### config.mk
export PLATFORM = sky130hd
export DESIGN_NAME = step_trace_flat
export DESIGN_NICKNAME = d
export VERILOG_FILES = /design/src/rtl/step_trace_pkg.sv /design/src/rtl/step_trace_if.sv /design/src/rtl/step_trace_ram.sv /design/src/rtl/step_trace.sv /design/src/flat_wrapper.sv
export SDC_FILE = /design/constraint.sdc
export NUM_CORES = 1
export LEC_CHECK = 0
export ABC_AREA = 1
export BUFFER_PORTS_ARGS = -buffer_cell sky130_fd_sc_hd__buf_4
export CAP_MARGIN = 30
export CORE_MARGIN = 2
export CORE_UTILIZATION = 35
export CTS_CLUSTER_SIZE = 14
export DETAILED_ROUTE_END_ITERATION = 10
export SLEW_MARGIN = 20
export SYNTH_ARGS = -nofsm -noshare
export SYNTH_HDL_FRONTEND = slang
export SYNTH_SLANG_ARGS = --single-unit
### constraint.sdc
create_clock -name CLK -period 12.75 [get_ports CLK]
set_input_delay 1.9125 -clock CLK [delete_from_list [all_inputs] [get_ports CLK]]
set_output_delay 1.9125 -clock CLK [all_outputs]
set_load 0.01 [all_outputs]
### src/rtl/step_trace_pkg.sv
// Shared codes for the step/trace controller: command modes, FSM states and
// readout field selectors.
package step_trace_pkg;

   typedef enum logic [1:0] {
      MODE_STEP_N = 2'd0,
      MODE_RUN    = 2'd1,
      MODE_HALT   = 2'd2,
      MODE_CLEAR  = 2'd3
   } mode_e;

   typedef enum logic [1:0] {
      S_IDLE    = 2'd0,
      S_STEP    = 2'd1,
      S_CAPTURE = 2'd2
   } state_e;

   typedef enum logic [1:0] {
      FLD_INST = 2'd0,
      FLD_A    = 2'd1,
      FLD_B    = 2'd2,
      FLD_OP   = 2'd3
   } field_e;

endpackage

### src/rtl/step_trace_if.sv
// Command handshake between the board/bench and the step/trace controller.
interface step_trace_if
   import step_trace_pkg::*;
#(
   parameter int STEP_W = 8
);
   logic              cmd_valid;
   logic              cmd_ready;
   mode_e             cmd_mode;
   logic [STEP_W-1:0] cmd_count;

   modport master (output cmd_valid, cmd_mode, cmd_count, input cmd_ready);
   modport slave  (input cmd_valid, cmd_mode, cmd_count, output cmd_ready);
endinterface

### src/rtl/step_trace_ram.sv
// Trace record storage: one synchronous write port, one asynchronous read port.
module trace_ram #(
   parameter int DEPTH = 16,
   parameter int W     = 99
) (
   input  logic                     CLK,
   input  logic                     we,
   input  logic [$clog2(DEPTH)-1:0] waddr,
   input  logic [W-1:0]             wdata,
   input  logic [$clog2(DEPTH)-1:0] raddr,
   output logic [W-1:0]             rdata
);
   logic [W-1:0] mem [DEPTH];

   always_ff @(posedge CLK) begin
      if (we) mem[waddr] <= wdata;
   end

   assign rdata = mem[raddr];
endmodule

### src/rtl/step_trace.sv
// Single-step / free-run controller for the CPU clock-enable, with a circular
// trace of the debug bus and a registered byte-wide readout.
module step_trace
   import step_trace_pkg::*;
#(
   parameter int DATA_W = 32,
   parameter int OP_W   = 3,
   parameter int DEPTH  = 16,
   parameter int STEP_W = 8
) (
   input  logic                     CLK,
   input  logic                     RST,
   step_trace_if.slave              cmd,
   output logic                     cpu_ce,
   input  logic [DATA_W-1:0]        dbg_inst,
   input  logic [DATA_W-1:0]        dbg_a,
   input  logic [DATA_W-1:0]        dbg_b,
   input  logic [OP_W-1:0]          dbg_op,
   input  logic [$clog2(DEPTH)-1:0] rd_idx,
   input  logic [1:0]               rd_field,
   input  logic [2:0]               SEL,
   output logic [7:0]               LED,
   output logic                     busy,
   output logic [$clog2(DEPTH):0]   count,
   output logic                     overflow,
   output logic                     cmd_err
);
   localparam int PTR_W  = $clog2(DEPTH);
   localparam int REC_W  = 3*DATA_W + OP_W;
   localparam int NBYTES = DATA_W/8;
   localparam logic [PTR_W:0] FULL = DEPTH[PTR_W:0];

   state_e            state;
   logic [STEP_W-1:0] remaining;
   logic              free_run;
   logic              halt_q;
   logic [PTR_W-1:0]  wr_ptr;

   logic              accept, do_halt, stop, more;
   logic [PTR_W-1:0]  raddr;
   logic [REC_W-1:0]  rdata;
   logic [DATA_W-1:0] fld;
   logic [7:0]        byte_v;
   logic              rd_ok;

   // Commands are never back-pressured: busy-time commands are either a halt or dropped.
   assign cmd.cmd_ready = 1'b1;
   assign accept  = cmd.cmd_valid & cmd.cmd_ready;
   assign do_halt = accept && (cmd.cmd_mode == MODE_HALT);
   assign stop    = halt_q | do_halt;
   // remaining is decremented on this same edge, so >1 here means steps left afterwards
   assign more    = free_run | (remaining > STEP_W'(1));

   always_ff @(posedge CLK or negedge RST) begin
      if (!RST) begin
         state     <= S_IDLE;
         remaining <= '0;
         free_run  <= 1'b0;
         halt_q    <= 1'b0;
         wr_ptr    <= '0;
         count     <= '0;
         overflow  <= 1'b0;
         cpu_ce    <= 1'b0;
         busy      <= 1'b0;
         cmd_err   <= 1'b0;
      end else begin
         cpu_ce  <= 1'b0;
         cmd_err <= 1'b0;
         case (state)
            S_IDLE: begin
               if (accept) begin
                  case (cmd.cmd_mode)
                     MODE_STEP_N: if (cmd.cmd_count != '0) begin
                        remaining <= cmd.cmd_count;
                        free_run  <= 1'b0;
                        halt_q    <= 1'b0;
                        state     <= S_STEP;
                        cpu_ce    <= 1'b1;
                        busy      <= 1'b1;
                     end
                     MODE_RUN: begin
                        free_run <= 1'b1;
                        halt_q   <= 1'b0;
                        state    <= S_STEP;
                        cpu_ce   <= 1'b1;
                        busy     <= 1'b1;
                     end
                     MODE_CLEAR: begin
                        wr_ptr   <= '0;
                        count    <= '0;
                        overflow <= 1'b0;
                     end
                     default: ;
                  endcase
               end
            end
            S_STEP: begin
               state <= S_CAPTURE;
               if (do_halt)     halt_q  <= 1'b1;
               else if (accept) cmd_err <= 1'b1;
            end
            S_CAPTURE: begin
               wr_ptr <= wr_ptr + PTR_W'(1);
               if (count == FULL) overflow <= 1'b1;
               else               count    <= count + (PTR_W+1)'(1);
               if (!free_run) remaining <= remaining - STEP_W'(1);
               if (accept && !do_halt) cmd_err <= 1'b1;
               if (stop || !more) begin
                  state  <= S_IDLE;
                  busy   <= 1'b0;
                  halt_q <= 1'b0;
               end else begin
                  state  <= S_STEP;
                  cpu_ce <= 1'b1;
               end
            end
            default: state <= S_IDLE;
         endcase
      end
   end

   trace_ram #(.DEPTH(DEPTH), .W(REC_W)) u_ram (
      .CLK   (CLK),
      .we    (state == S_CAPTURE),
      .waddr (wr_ptr),
      .wdata ({dbg_inst, dbg_a, dbg_b, dbg_op}),
      .raddr (raddr),
      .rdata (rdata)
   );

   // index 0 is the most recently written record
   assign raddr = wr_ptr - PTR_W'(1) - rd_idx;

   always_comb begin
      fld = '0;
      case (rd_field)
         FLD_INST: fld = rdata[REC_W-1 -: DATA_W];
         FLD_A:    fld = rdata[REC_W-DATA_W-1 -: DATA_W];
         FLD_B:    fld = rdata[OP_W +: DATA_W];
         default:  fld = DATA_W'(rdata[OP_W-1:0]);
      endcase
      byte_v = 8'(fld >> {SEL, 3'b000});
      rd_ok  = (int'(SEL) < NBYTES) && ({1'b0, rd_idx} < count);
   end

   always_ff @(posedge CLK or negedge RST) begin
      if (!RST) LED <= 8'h00;
      else      LED <= rd_ok ? byte_v : 8'h00;
   end
endmodule
### src/flat_wrapper.sv
// flat-port wrapper written by rule: the top's interface ports become plain ports
module step_trace_flat import step_trace_pkg::*;
#(
   parameter int DATA_W = 32,
   parameter int OP_W   = 3,
   parameter int DEPTH  = 16,
   parameter int STEP_W = 8
)
  (CLK, RST, cpu_ce, dbg_inst, dbg_a, dbg_b, dbg_op, rd_idx, rd_field, SEL, LED, busy, count, overflow, cmd_err, cmd_cmd_valid, cmd_cmd_mode, cmd_cmd_count, cmd_cmd_ready);
  step_trace_if #(.STEP_W(STEP_W)) cmd_i ();
  input  logic CLK;
  input  logic RST;
  output logic cpu_ce;
  input  logic [DATA_W-1:0] dbg_inst;
  input  logic [DATA_W-1:0] dbg_a;
  input  logic [DATA_W-1:0] dbg_b;
  input  logic [OP_W-1:0] dbg_op;
  input  logic [$clog2(DEPTH)-1:0] rd_idx;
  input  logic [1:0] rd_field;
  input  logic [2:0] SEL;
  output logic [7:0] LED;
  output logic busy;
  output logic [$clog2(DEPTH):0] count;
  output logic overflow;
  output logic cmd_err;
  input wire logic [$bits(cmd_i.cmd_valid)-1:0] cmd_cmd_valid;
  input wire logic [$bits(cmd_i.cmd_mode)-1:0] cmd_cmd_mode;
  input wire logic [$bits(cmd_i.cmd_count)-1:0] cmd_cmd_count;
  output wire logic [$bits(cmd_i.cmd_ready)-1:0] cmd_cmd_ready;
  assign cmd_i.cmd_valid = cmd_cmd_valid;
  assign cmd_i.cmd_mode = cmd_cmd_mode;
  assign cmd_i.cmd_count = cmd_cmd_count;
  assign cmd_cmd_ready = cmd_i.cmd_ready;
  step_trace #(.DATA_W(DATA_W), .OP_W(OP_W), .DEPTH(DEPTH), .STEP_W(STEP_W)) u_core (.CLK(CLK), .RST(RST), .cmd(cmd_i), .cpu_ce(cpu_ce), .dbg_inst(dbg_inst), .dbg_a(dbg_a), .dbg_b(dbg_b), .dbg_op(dbg_op), .rd_idx(rd_idx), .rd_field(rd_field), .SEL(SEL), .LED(LED), .busy(busy), .count(count), .overflow(overflow), .cmd_err(cmd_err));
endmodule
==> impl_metrics.yaml <==
outcome:
  status: "complete, no violations"
logic_synthesis:
  synth.most_common_cell: "nand2_1"
  synth-async-reset-ratio_pct: 2.04
  avgSynthCellArea_um2: 11.4
  yosys_register_bits: 1617
  synth_edf_count: 1584
  yosysWarnings: 0
  synth_common_cells: "1836 x nand2_1, 1584 x edfxtp_1, 1384 x nand3_1, 424 x inv_1, 249 x clkbuf_1"
  syn_area_mm2: 0.0667
  synth_cell_types: 33
  syn_nets: 5992
  synth_top_area_share_pct: 71.4
  yosys_most_used_dff: "edfxtp_1"
  synth_cells: 5852
  synth-seq-area-share_pct: 72.6
  synth.area.top_cells: "edfxtp_1 71%, nand3_1 10%, nand2_1 10%"
  synth_top_area_cell: "edfxtp_1"
clocking:
  cts_root_buffer: "clkbuf_16"
  insertion_delay_ns: 0.81
  path_clk_slew_ns: 0.06
  cts_resized: 0
  clockBufferDepth: 3
  numCtsBuffers: 165
  cts_tree: "yes"
  postCtsHoldBufs: 0
  numClockSinks: 1617
  htree_levels: 4
  post_cts_buffers: 0
sta:
  fin_ws_ns: 6.56
  setup_tns_ns: 0
  worst_clock_skew_ns: 0.0269
  timing.fmax_mhz: 162
  fin_crit_sh_pct: 48.5
  worst_pin_slew_ns: 1.17
  finalSetupViolCount: 0
  min_period_ns: 6.19
  final_max_slew_viol_count: 0
  hold_viol_final: 0
  relSlewSlack_pct: 22.2
  rsz0062_at_grt: "no"
layout:
  fillCellCount: 17900
  fin_nets: 6031
  drive_above_1_share_pct: 8.75
  area_growth_pct: 13.7
power:
  leakagePower_nw: 28.2
  powerDensity_mw_per_mm2: 183
  power_mw: 13.9
  peakVddDrop_v: 0.000129
detailed_routing:
  drt_iter0_markers: 4983
  via_per_inst: 5.11
  ant_nets: 0
  first_pass_iters: 5
  vias: 43700
  wirelength_mm: 189
  wl_per_cell_um: 22.2
  drc_errors: 0
setup_path:
  crit_arrival_ns: 6.88
  critPathSlowestCell: "fa_4"
  crit_path_max_incr_delay_ns: 0.84
  end_kind: "register"
  path_common_cell: "nand2_1"
  criticalPathCategory: "in2reg"
  start_kind: "input port"
  required_ns: 13.44
  worstPathCellList: "buf_4 -> inv_1 -> ha_4 -> inv_1 -> fa_4 -> inv_8 -> buf_4 -> buf_4 -> nand3_1 -> nand3_1 -> nand3_1 -> nand3_1 -> nand2_1 -> inv_1 -> nand2_1 -> nand2_1 -> nand2_1 -> nand2_1 -> nor2_1"
  path_max_fanout: 88
global_route:
  overflow: 0
  grt_pass1_wl_mm: 278
  grt_max_degree: 224
  grt_antenna_before_repair: 27
  first_global_vias: 41300
  grtUsageTotal_pct: 19.3
run:
  drv_cap: 0
min_path:
  min_path_type: "reg2reg"
die:
  start_util_pct: 35.1
  die_width_um: 440
  rows: 160
  coreArea_mm2: 0.190
  die_h_um: 440
  die_area_mm2: 0.194
  num_io_pins: 139
placed_design:
  portBuffers: 137
  dp_slack_ns: 5.65
  hpwlAfterDp_mm: 94.0
  gp_congestion: 0.795
-- metal layers --
metal | GRT usage [%] | vias to the layer above | share of wire [%]
li1 | - | 20200 | -
met1 | 26.1 | 21500 | 42
met2 | 31.0 | 1687 | 47
met3 | 3.62 | 319 | 8.0
met4 | 7.02 | 26 | 3.2
met5 | 0 | - | 0.087
-- layout make-up --
class                           instances  area [µm²]  area share, %
Inverter                              431        1630           2.15
Antenna cell                           11        27.5         0.0363
Timing Repair Buffer                  215        1990           2.63
Sequential cell                      1617       48400           63.9
Clock inverter                         97         790           1.04
Multi-Input combinational cell       3461       15500           20.4
Tap cell                             2511        3140           4.15
Clock buffer                          204        4310           5.68
-- report_power, final --
part | internal, mW | total [mW] | switching, mW
Clock | 2.57 | 4.62 | 2.05
Sequential | 6.01 | 6.06 | 0.0509
Combinational | 0.914 | 3.22 | 2.30
Total | 9.49 | 13.9 | 4.41
-- sequential cells by signal, summed over array words and instances (netlist names) --
name              count
u_core.free_run       1
u_core.LED            8
u_core.remaining      8
u_core.state          2
u_core.cpu_ce         1
u_core.cmd_err        1
u_core.u_ram.mem   1584
u_core.count          5
u_core.overflow       1
u_core.halt_q         1
u_core.busy           1
u_core.wr_ptr         4
-- metrics by stage --
step           instance area, µm²  std cells  util (%)  hold WS, ns
6_report                    75800       8547      39.9        0.500
5_1_grt                     75800       8542      39.9        0.518
4_1_cts                     75600       8531      39.8        0.500
3_5_place_dp                70500       8230      37.2        0.485
3_3_place_gp                70300       8221      37.0        0.475
2_1_floorplan               66700       5852         -        0.465
-- worst max-delay path, delay by kind of cell --
family | cells | cell delay (ns)
fa+ha+maj | 2 | 1.01
buf+inv | 7 | 2.56
simple gates | 10 | 1.33
-- placed cells by master (no fill, tap or decap), types with 7 or more instances in the layout --
master and instances:
nand2_1 1834, edfxtp_1 1584, nand3_1 1384, inv_1 423, buf_4 190, clkbuf_16 165
or2_2 60, clkinv_1 46, nor2_1 42, clkbuf_1 36, dfrtp_1 33, o21ai_0 29
a21oi_1 27, clkinv_2 25, nor2_4 19, o211ai_1 18, ha_1 17, buf_12 16
diode_2 11, buf_16 9, bufinv_16 8, inv_6 7
-- final timing paths --
check                           slack (ns)  depth (start not counted)        startpoint       endpoint
worst min-delay path                  0.50                          2       u_core.busy    u_core.busy
worst min register to register        0.50                          2       u_core.busy    u_core.busy
min in group asynchronous             1.11                          1               RST  u_core.cpu_ce
worst max-delay path                  6.56                         19         rd_idx[0]  u_core.LED[0]
worst max register to register        7.46                         17  u_core.wr_ptr[0]  u_core.LED[0]
max in group asynchronous            11.20                          1               RST  u_core.LED[0]
-- kinds of logic after synthesis --
logic type,synth area share (%)
compound gates,0.779
xor+xnor,0.0638
fa+ha+maj,0.368
buf+inv,4.46
flops,72.6
other cells,0.00563
simple gates,21.7
No activity file was read; power rests on OpenSTA's default activity.
